==> src/rtl/uart_pkg.sv <==
// Shared definitions for the UART transmit controller: FSM encoding, frame
// lengths and the parity function.
package uart_pkg;

  typedef enum logic [1:0] {
    StIdle  = 2'd0,
    StLoad  = 2'd1,
    StShift = 2'd2,
    StGap   = 2'd3
  } tx_state_e;

  // Shift cycles per frame: 8 data bits + parity + stop, or 8 data bits + stop.
  localparam logic [3:0] FRAME_SHIFTS_PAR   = 4'd10;
  localparam logic [3:0] FRAME_SHIFTS_NOPAR = 4'd9;

  // Slot-8 bit: parity when enabled, otherwise a stop bit (1).
  function automatic logic parity_calc(input logic [7:0] data, input logic en, input logic odd);
    return en ? ((^data) ^ odd) : 1'b1;
  endfunction

  function automatic logic [3:0] frame_shifts(input logic en);
    return en ? FRAME_SHIFTS_PAR : FRAME_SHIFTS_NOPAR;
  endfunction

endpackage

==> src/rtl/rr_arb2.sv <==
// Two-way round-robin arbiter. The grant is combinational; the last-grant
// register only moves when the controller actually accepts a request.
module rr_arb2 (
  input  logic clk_i,
  input  logic rst_i,
  input  logic req0_i,
  input  logic req1_i,
  input  logic accept_i,
  output logic gnt_valid_o,
  output logic gnt_id_o
);

  logic last_q, last_d;

  // Lone requester wins; with both pending the one not granted last wins.
  always_comb begin
    gnt_valid_o = req0_i | req1_i;
    if (req0_i && req1_i) begin
      gnt_id_o = ~last_q;
    end else begin
      gnt_id_o = req1_i;
    end
    last_d = accept_i ? gnt_id_o : last_q;
  end

  // Last-grant register; resets to 1 so requester 0 wins the first tie.
  always_ff @(posedge clk_i) begin
    if (rst_i) begin
      last_q <= 1'b1;
    end else begin
      last_q <= last_d;
    end
  end

endmodule

==> src/rtl/uart_tx_arb_ctrl.sv <==
// UART transmit controller: arbitrates two byte requesters and sequences the
// load/shift strobes of a downstream PISO, one bit-time per clock.
module uart_tx_arb_ctrl
  import uart_pkg::*;
#(
  parameter int unsigned GAP_CYCLES = 1
) (
  input  logic       tx_clk,
  input  logic       tx_rst,
  input  logic       req0_valid,
  input  logic [7:0] req0_data,
  output logic       req0_ready,
  input  logic       req1_valid,
  input  logic [7:0] req1_data,
  output logic       req1_ready,
  input  logic       cfg_parity_en,
  input  logic       cfg_parity_odd,
  output logic       load,
  output logic       shift,
  output logic [7:0] p_data_out,
  output logic       parity_bit,
  output logic       busy,
  output logic       grant_id,
  output logic       frame_done
);

  localparam int unsigned GapW       = (GAP_CYCLES > 1) ? $clog2(GAP_CYCLES) : 1;
  localparam int unsigned GapLastInt = (GAP_CYCLES > 0) ? GAP_CYCLES - 1 : 0;
  localparam logic [GapW-1:0] GapLast = GapLastInt[GapW-1:0];

  tx_state_e       state_q;
  logic            load_q, shift_q, frame_done_q, busy_q;
  logic [7:0]      data_q;
  logic            par_en_q, par_odd_q, grant_q;
  logic [3:0]      shift_cnt_q;
  logic [GapW-1:0] gap_cnt_q;

  logic            gnt_valid, gnt_id, accept;
  logic [3:0]      last_shift;

  rr_arb2 u_arb (
    .clk_i      (tx_clk),
    .rst_i      (tx_rst),
    .req0_i     (req0_valid),
    .req1_i     (req1_valid),
    .accept_i   (accept),
    .gnt_valid_o(gnt_valid),
    .gnt_id_o   (gnt_id)
  );

  // Acceptance is only possible in IDLE and never while reset is held.
  assign accept     = (state_q == StIdle) && gnt_valid && !tx_rst;
  assign req0_ready = accept && !gnt_id;
  assign req1_ready = accept && gnt_id;

  // Frame length follows the parity setting latched at acceptance.
  assign last_shift = frame_shifts(par_en_q) - 4'd1;

  // Frame sequencer with registered strobes; every output follows the state it enters.
  always_ff @(posedge tx_clk) begin
    if (tx_rst) begin
      state_q      <= StIdle;
      load_q       <= 1'b0;
      shift_q      <= 1'b0;
      frame_done_q <= 1'b0;
      busy_q       <= 1'b0;
      data_q       <= 8'h00;
      par_en_q     <= 1'b0;
      par_odd_q    <= 1'b0;
      grant_q      <= 1'b0;
      shift_cnt_q  <= 4'd0;
      gap_cnt_q    <= '0;
    end else begin
      unique case (state_q)
        StIdle: begin
          if (accept) begin
            state_q   <= StLoad;
            load_q    <= 1'b1;
            busy_q    <= 1'b1;
            data_q    <= gnt_id ? req1_data : req0_data;
            par_en_q  <= cfg_parity_en;
            par_odd_q <= cfg_parity_odd;
            grant_q   <= gnt_id;
          end
        end
        StLoad: begin
          state_q      <= StShift;
          load_q       <= 1'b0;
          shift_q      <= 1'b1;
          shift_cnt_q  <= 4'd0;
          frame_done_q <= 1'b0;
        end
        StShift: begin
          if (shift_cnt_q == last_shift) begin
            shift_q      <= 1'b0;
            frame_done_q <= 1'b0;
            if (GAP_CYCLES == 0) begin
              state_q <= StIdle;
              busy_q  <= 1'b0;
            end else begin
              state_q   <= StGap;
              gap_cnt_q <= '0;
            end
          end else begin
            shift_cnt_q  <= shift_cnt_q + 4'd1;
            // Pulse lands on the cycle whose count equals last_shift.
            frame_done_q <= (shift_cnt_q == (last_shift - 4'd1));
          end
        end
        StGap: begin
          if (gap_cnt_q == GapLast) begin
            state_q <= StIdle;
            busy_q  <= 1'b0;
          end else begin
            gap_cnt_q <= gap_cnt_q + 1'b1;
          end
        end
        default: state_q <= StIdle;
      endcase
    end
  end

  assign load       = load_q;
  assign shift      = shift_q;
  assign frame_done = frame_done_q;
  assign busy       = busy_q;
  assign p_data_out = data_q;
  assign grant_id   = grant_q;
  assign parity_bit = parity_calc(data_q, par_en_q, par_odd_q);

endmodule

==> config.mk <==
export PLATFORM = sky130hd
export DESIGN_NAME = uart_tx_arb_ctrl
export DESIGN_NICKNAME = d
export VERILOG_FILES = /design/src/rtl/uart_pkg.sv /design/src/rtl/rr_arb2.sv /design/src/rtl/uart_tx_arb_ctrl.sv
export SDC_FILE = /design/constraint.sdc
export NUM_CORES = 1
export LEC_CHECK = 0
export CORE_ASPECT_RATIO = 1.1
export CORE_MARGIN = 4
export CORE_UTILIZATION = 44
export DETAILED_ROUTE_END_ITERATION = 8
export HOLD_SLACK_MARGIN = 0.1
export PLACE_DENSITY_LB_ADDON = 0.2
export SYNTH_ARGS = -nofsm -noshare
export SYNTH_HDL_FRONTEND = slang
export SYNTH_SLANG_ARGS = --single-unit
==> constraint.sdc <==
create_clock -name tx_clk -period 1.81 [get_ports tx_clk]
set_input_delay 0.362 -clock tx_clk [delete_from_list [all_inputs] [get_ports tx_clk]]
set_output_delay 0.362 -clock tx_clk [all_outputs]
set_load 0.1 [all_outputs]
==> results.txt <==
The run finished, with violations left. The final reports fail on setup timing. The total of warnings raised by yosys came out at 0. The initial antenna violation count came out at 0. The number of violations of the max-capacitance limit is 0.

Yosys mapped the design onto 36 distinct sky130hd cell types. The maximum count of clock buffers along a single path came out at 2. The total overflow left after global routing is 0. The cell count after synthesis is 116. The post-detailed-route count of antenna-violating nets came out at 0. The launching point of the worst reg2reg path is state_q[0].

The quantity of I/O buffers inserted on ports is 37. The area of the die is 0.003302 mm². The number of filler instances in the final layout came out at 172. On the critical path the largest part of the delay comes from XOR/XNOR gates.

At the pin with the least slew margin, the transition time is 0.3898 ns. The initial detailed-routing violation count is 33. The tree is rooted in a clkbuf_4. The endpoint identified for the worst register-to-register timing path is p_data_out[6]. The count of buffer and inverter cells on the critical path is 1.

For the worst setup path, the data required time is 1.45 ns. For this run, the top clock speed supported by timing is 484.9 MHz. Power spread over the standard cell area amounts to about 1600 mW/mm².

For this run, the slowest stage of the critical path takes roughly 0.44 ns. The number of standard cells in the layout, taps in and fillers out is 191. The slack of the worst reg-to-reg path came out at 0.17 ns. Along the worst hold path, the cell count comes to 2. The clock reaches the later pin of the worst-skew pair after 0.30 ns. The total CTS buffers is 3.

The floorplan has 18 rows. Measured in cells, the most critical reg-to-reg path has a length of 7. The initial utilization of the core area, before any placement, comes to 0.4684. The sequential area share after synthesis is 0.4093. The final layout net count is 189.

The worst-path maximum fanout came out at 3. For this run, the leading register cell type out of synthesis is dfxtp_1. The post-synth net total is around 140.

The die outline width came out at 55.15 µm. The clock sink count came out at 22. The number of placed instances, taps included is 184. After synthesis, the most frequently instantiated cells are dfxtp_1, nor2_1, a21oi_1, a222oi_1, nand2_1.

The post-route clock period utilization came out at 1.139. TritonCTS built the clock tree. The overall via count from detail_route came out at 1048. The post-synthesis async set-or-reset flop share came out at 0.

In the post-synthesis netlist, the biggest area contributors are dfxtp_1, a222oi_1, ha_1. The wire length of the first global-routing pass is 4.560 mm. The final critical path time including I/O delays and setup is 2.062 ns. The biggest area contributor in the post-synthesis netlist is dfxtp_1. Clock-pin slew was measured on the worst setup and hold paths at 0.12 ns. The headroom to the max-slew limit is 0.7383. The worst setup margin is -0.2522 ns. In the post-synthesis netlist, the cell with the most instances is dfxtp_1.

The number of primary I/O pins came out at 38. The final setup skew is about 0.009 ns. The worst-case hold slack came out at 0.5166 ns.

The total track usage came out at 0.1886. The flip-flop and latch count after synthesis came out at 22. The static power due to leakage is around 0.73 nW. The via count of the first global-routing pass is between 1000 and 1500. The total of hold buffers inserted after clock tree synthesis is 0. The half-perimeter wire length after detailed placement is 2.180 mm.

Data on the critical path arrives at its endpoint at roughly 1.7 ns. The kind of end point of the critical path is an output pin. The first-pass iteration count of the detailed router is 4. The sum of negative setup slack came out at -0.2522 ns. The number of setup violations in the final report is 1. For hold timing, the worst endpoint is par_odd_q.

The met3 wirelength from detailed routing is 134 µm. After detailed routing, the number of vias per cell comes to 5.487. The area share of the largest cell type after synthesis came out at 0.4093. In the final layout, the share of cells above drive strength 1 is 0.3168.

After detailed routing, the number of remaining DRC violations is 0. Among the stages of the critical path, the cell type that occurs most often is xnor2_2. In this run the standard cell core region covers 0.002297 mm². The number of hold violations in the final report is 0. The repair_antennas step left the layout with diodes totalling 0.

The critical path is of the reg2out type. Averaged over all synthesized cells, the footprint is about 9.3 µm². The number of slew-limit violations in the final report came out at 0. The critical path's slowest cell is xnor3_1. In this run the worst hold path is classified as reg2reg. The area added between synthesis and finish came out at 65.58%. The count of H-tree levels built during CTS came out at 1. The worst hold path begins at par_odd_q. The wire length reported by the detailed router came out at 2.908 mm. STA classifies the critical path startpoint as a flip-flop. The signal on the critical path passes through xnor2_2, xnor3_1, xnor2_2, nand2_4, buf_12.

The vertical die dimension came out at 59.87 µm. The highest layer used for signal routing is met4. Setup repair after global routing could not meet its margin everywhere. The congestion estimate from routability-driven global placement came to 0.8189.

The sum of routed wire segments on met1 came out at 1.173 mm. The maximum number of pins on one net before global-route repair came out at 20. The summed instance area of the synthesized netlist came out at 0.001076 mm². The maximum vdd ir drop is 1.238 mV. The routed design uses roughly 1.6 mm of met2 wire. Dividing the detail-routed wire length by the instance count gives approximately 15 µm. The number of flops mapped to enable cells by yosys is 0.
-- worst register-to-register path: stages, from the launching register on --
cell,delay (ns)
dfxtp_2,0.37
inv_2,0.06
ha_4,0.16
nor2b_4,0.12
and3_4,0.19
buf_4,0.17
a222oi_1,0.39
nor2_1,0.07
-- power by group --
group	internal (mW)	leakage [nW]	switching, mW
Sequential	0.603	0.186	0.127
Combinational	0.779	0.525	1.05
Clock	0.0857	0.0150	0.142
Total	1.47	0.725	1.32
-- placed cells by master, fill, tap and decap left out, types with 4 or more instances in the layout --
cell type        Yosys  final
a21oi_1              9      9
buf_4                0      9
buf_12               0     16
a222oi_1             8      8
ha_1                 5      4
dfxtp_2              0      5
o21ai_0              4      4
clkdlybuf4s50_1      0     21
nand2_1              8      7
nor2_1              14     14
dfxtp_4              0      5
dfxtp_1             22     12
-- area by class of cell --
type,instances,area [µm²],share of cell area
multi-input combinational,86,643.1,0.3610
sequential,22,465.4,0.2612
timing repair buffer,46,598.1,0.3357
inverter,3,11.26,0.006320
clock buffer,4,26.28,0.01475
tap,30,37.54,0.02107
-- registers in the layout (all words and copies together), names as in the netlist --
signal and count:
busy 1, load 1, shift 1, p_data_out 8, frame_done 1, par_odd_q 1
par_en_q 1, shift_cnt_q 4, u_arb.last_q 1, state_q 2, grant_id 1
-- worst max-delay path by stage --
stage                   from             to  slack [ns]  cells past startpoint
2_1_floorplan  p_data_out[6]     parity_bit       -0.07                      4
3_3_place_gp      req0_valid  p_data_out[0]        0.02                      6
3_5_place_dp      req0_valid  p_data_out[6]       -0.07                      6
4_1_cts        p_data_out[6]     parity_bit       -0.26                      5
5_1_grt        p_data_out[6]     parity_bit       -0.31                      5
6_report       p_data_out[6]     parity_bit       -0.25                      5
-- repair_timing --
action	4_1_cts	5_1_grt
endpoints found under the setup margin	3	3
buffers inserted	2	1
pin swaps	3	1
resized for setup	8	1
-- cell families (layout without fill, tap and decap cells) --
logic type               count (synthesis)  in the layout  share of synthesized area
XOR/XNOR                                 8              8                    0.07791
AND/OR/NAND/NOR                         40             40                     0.2012
AO/OA/AOI/OAI                           33             33                     0.2163
adder cells (fa/ha/maj)                  5              5                    0.05814
buffers and inverters                    8             53                    0.03720
flip-flops                              22             22                     0.4093
-- stage by stage --
| stage | instance area, µm² | setup slack, ns | utilization | power (mW) |
|---|---|---|---|---|
| global placement | 1698 | 0.02488 | 0.7391 | 2.416 |
| finish | 1782 | -0.2522 | 0.7756 | 2.785 |
| detailed placement | 1698 | -0.06979 | 0.7391 | 2.460 |
| CTS | 1764 | -0.2569 | 0.7680 | 2.744 |
| global route | 1782 | -0.3069 | 0.7756 | 2.926 |
| floorplan | 1114 | -0.07425 | - | 1.863 |
-- layer usage --
| metal | global-route usage | up-vias |
|---|---|---|
| li1 | - | 514 |
| met1 | 0.2146 | 508 |
| met2 | 0.3361 | 24 |
| met3 | 0.03491 | 2 |
| met4 | 0.07639 | 0 |
| met5 | 0 | - |
No activity file was read; power rests on OpenSTA's default activity.
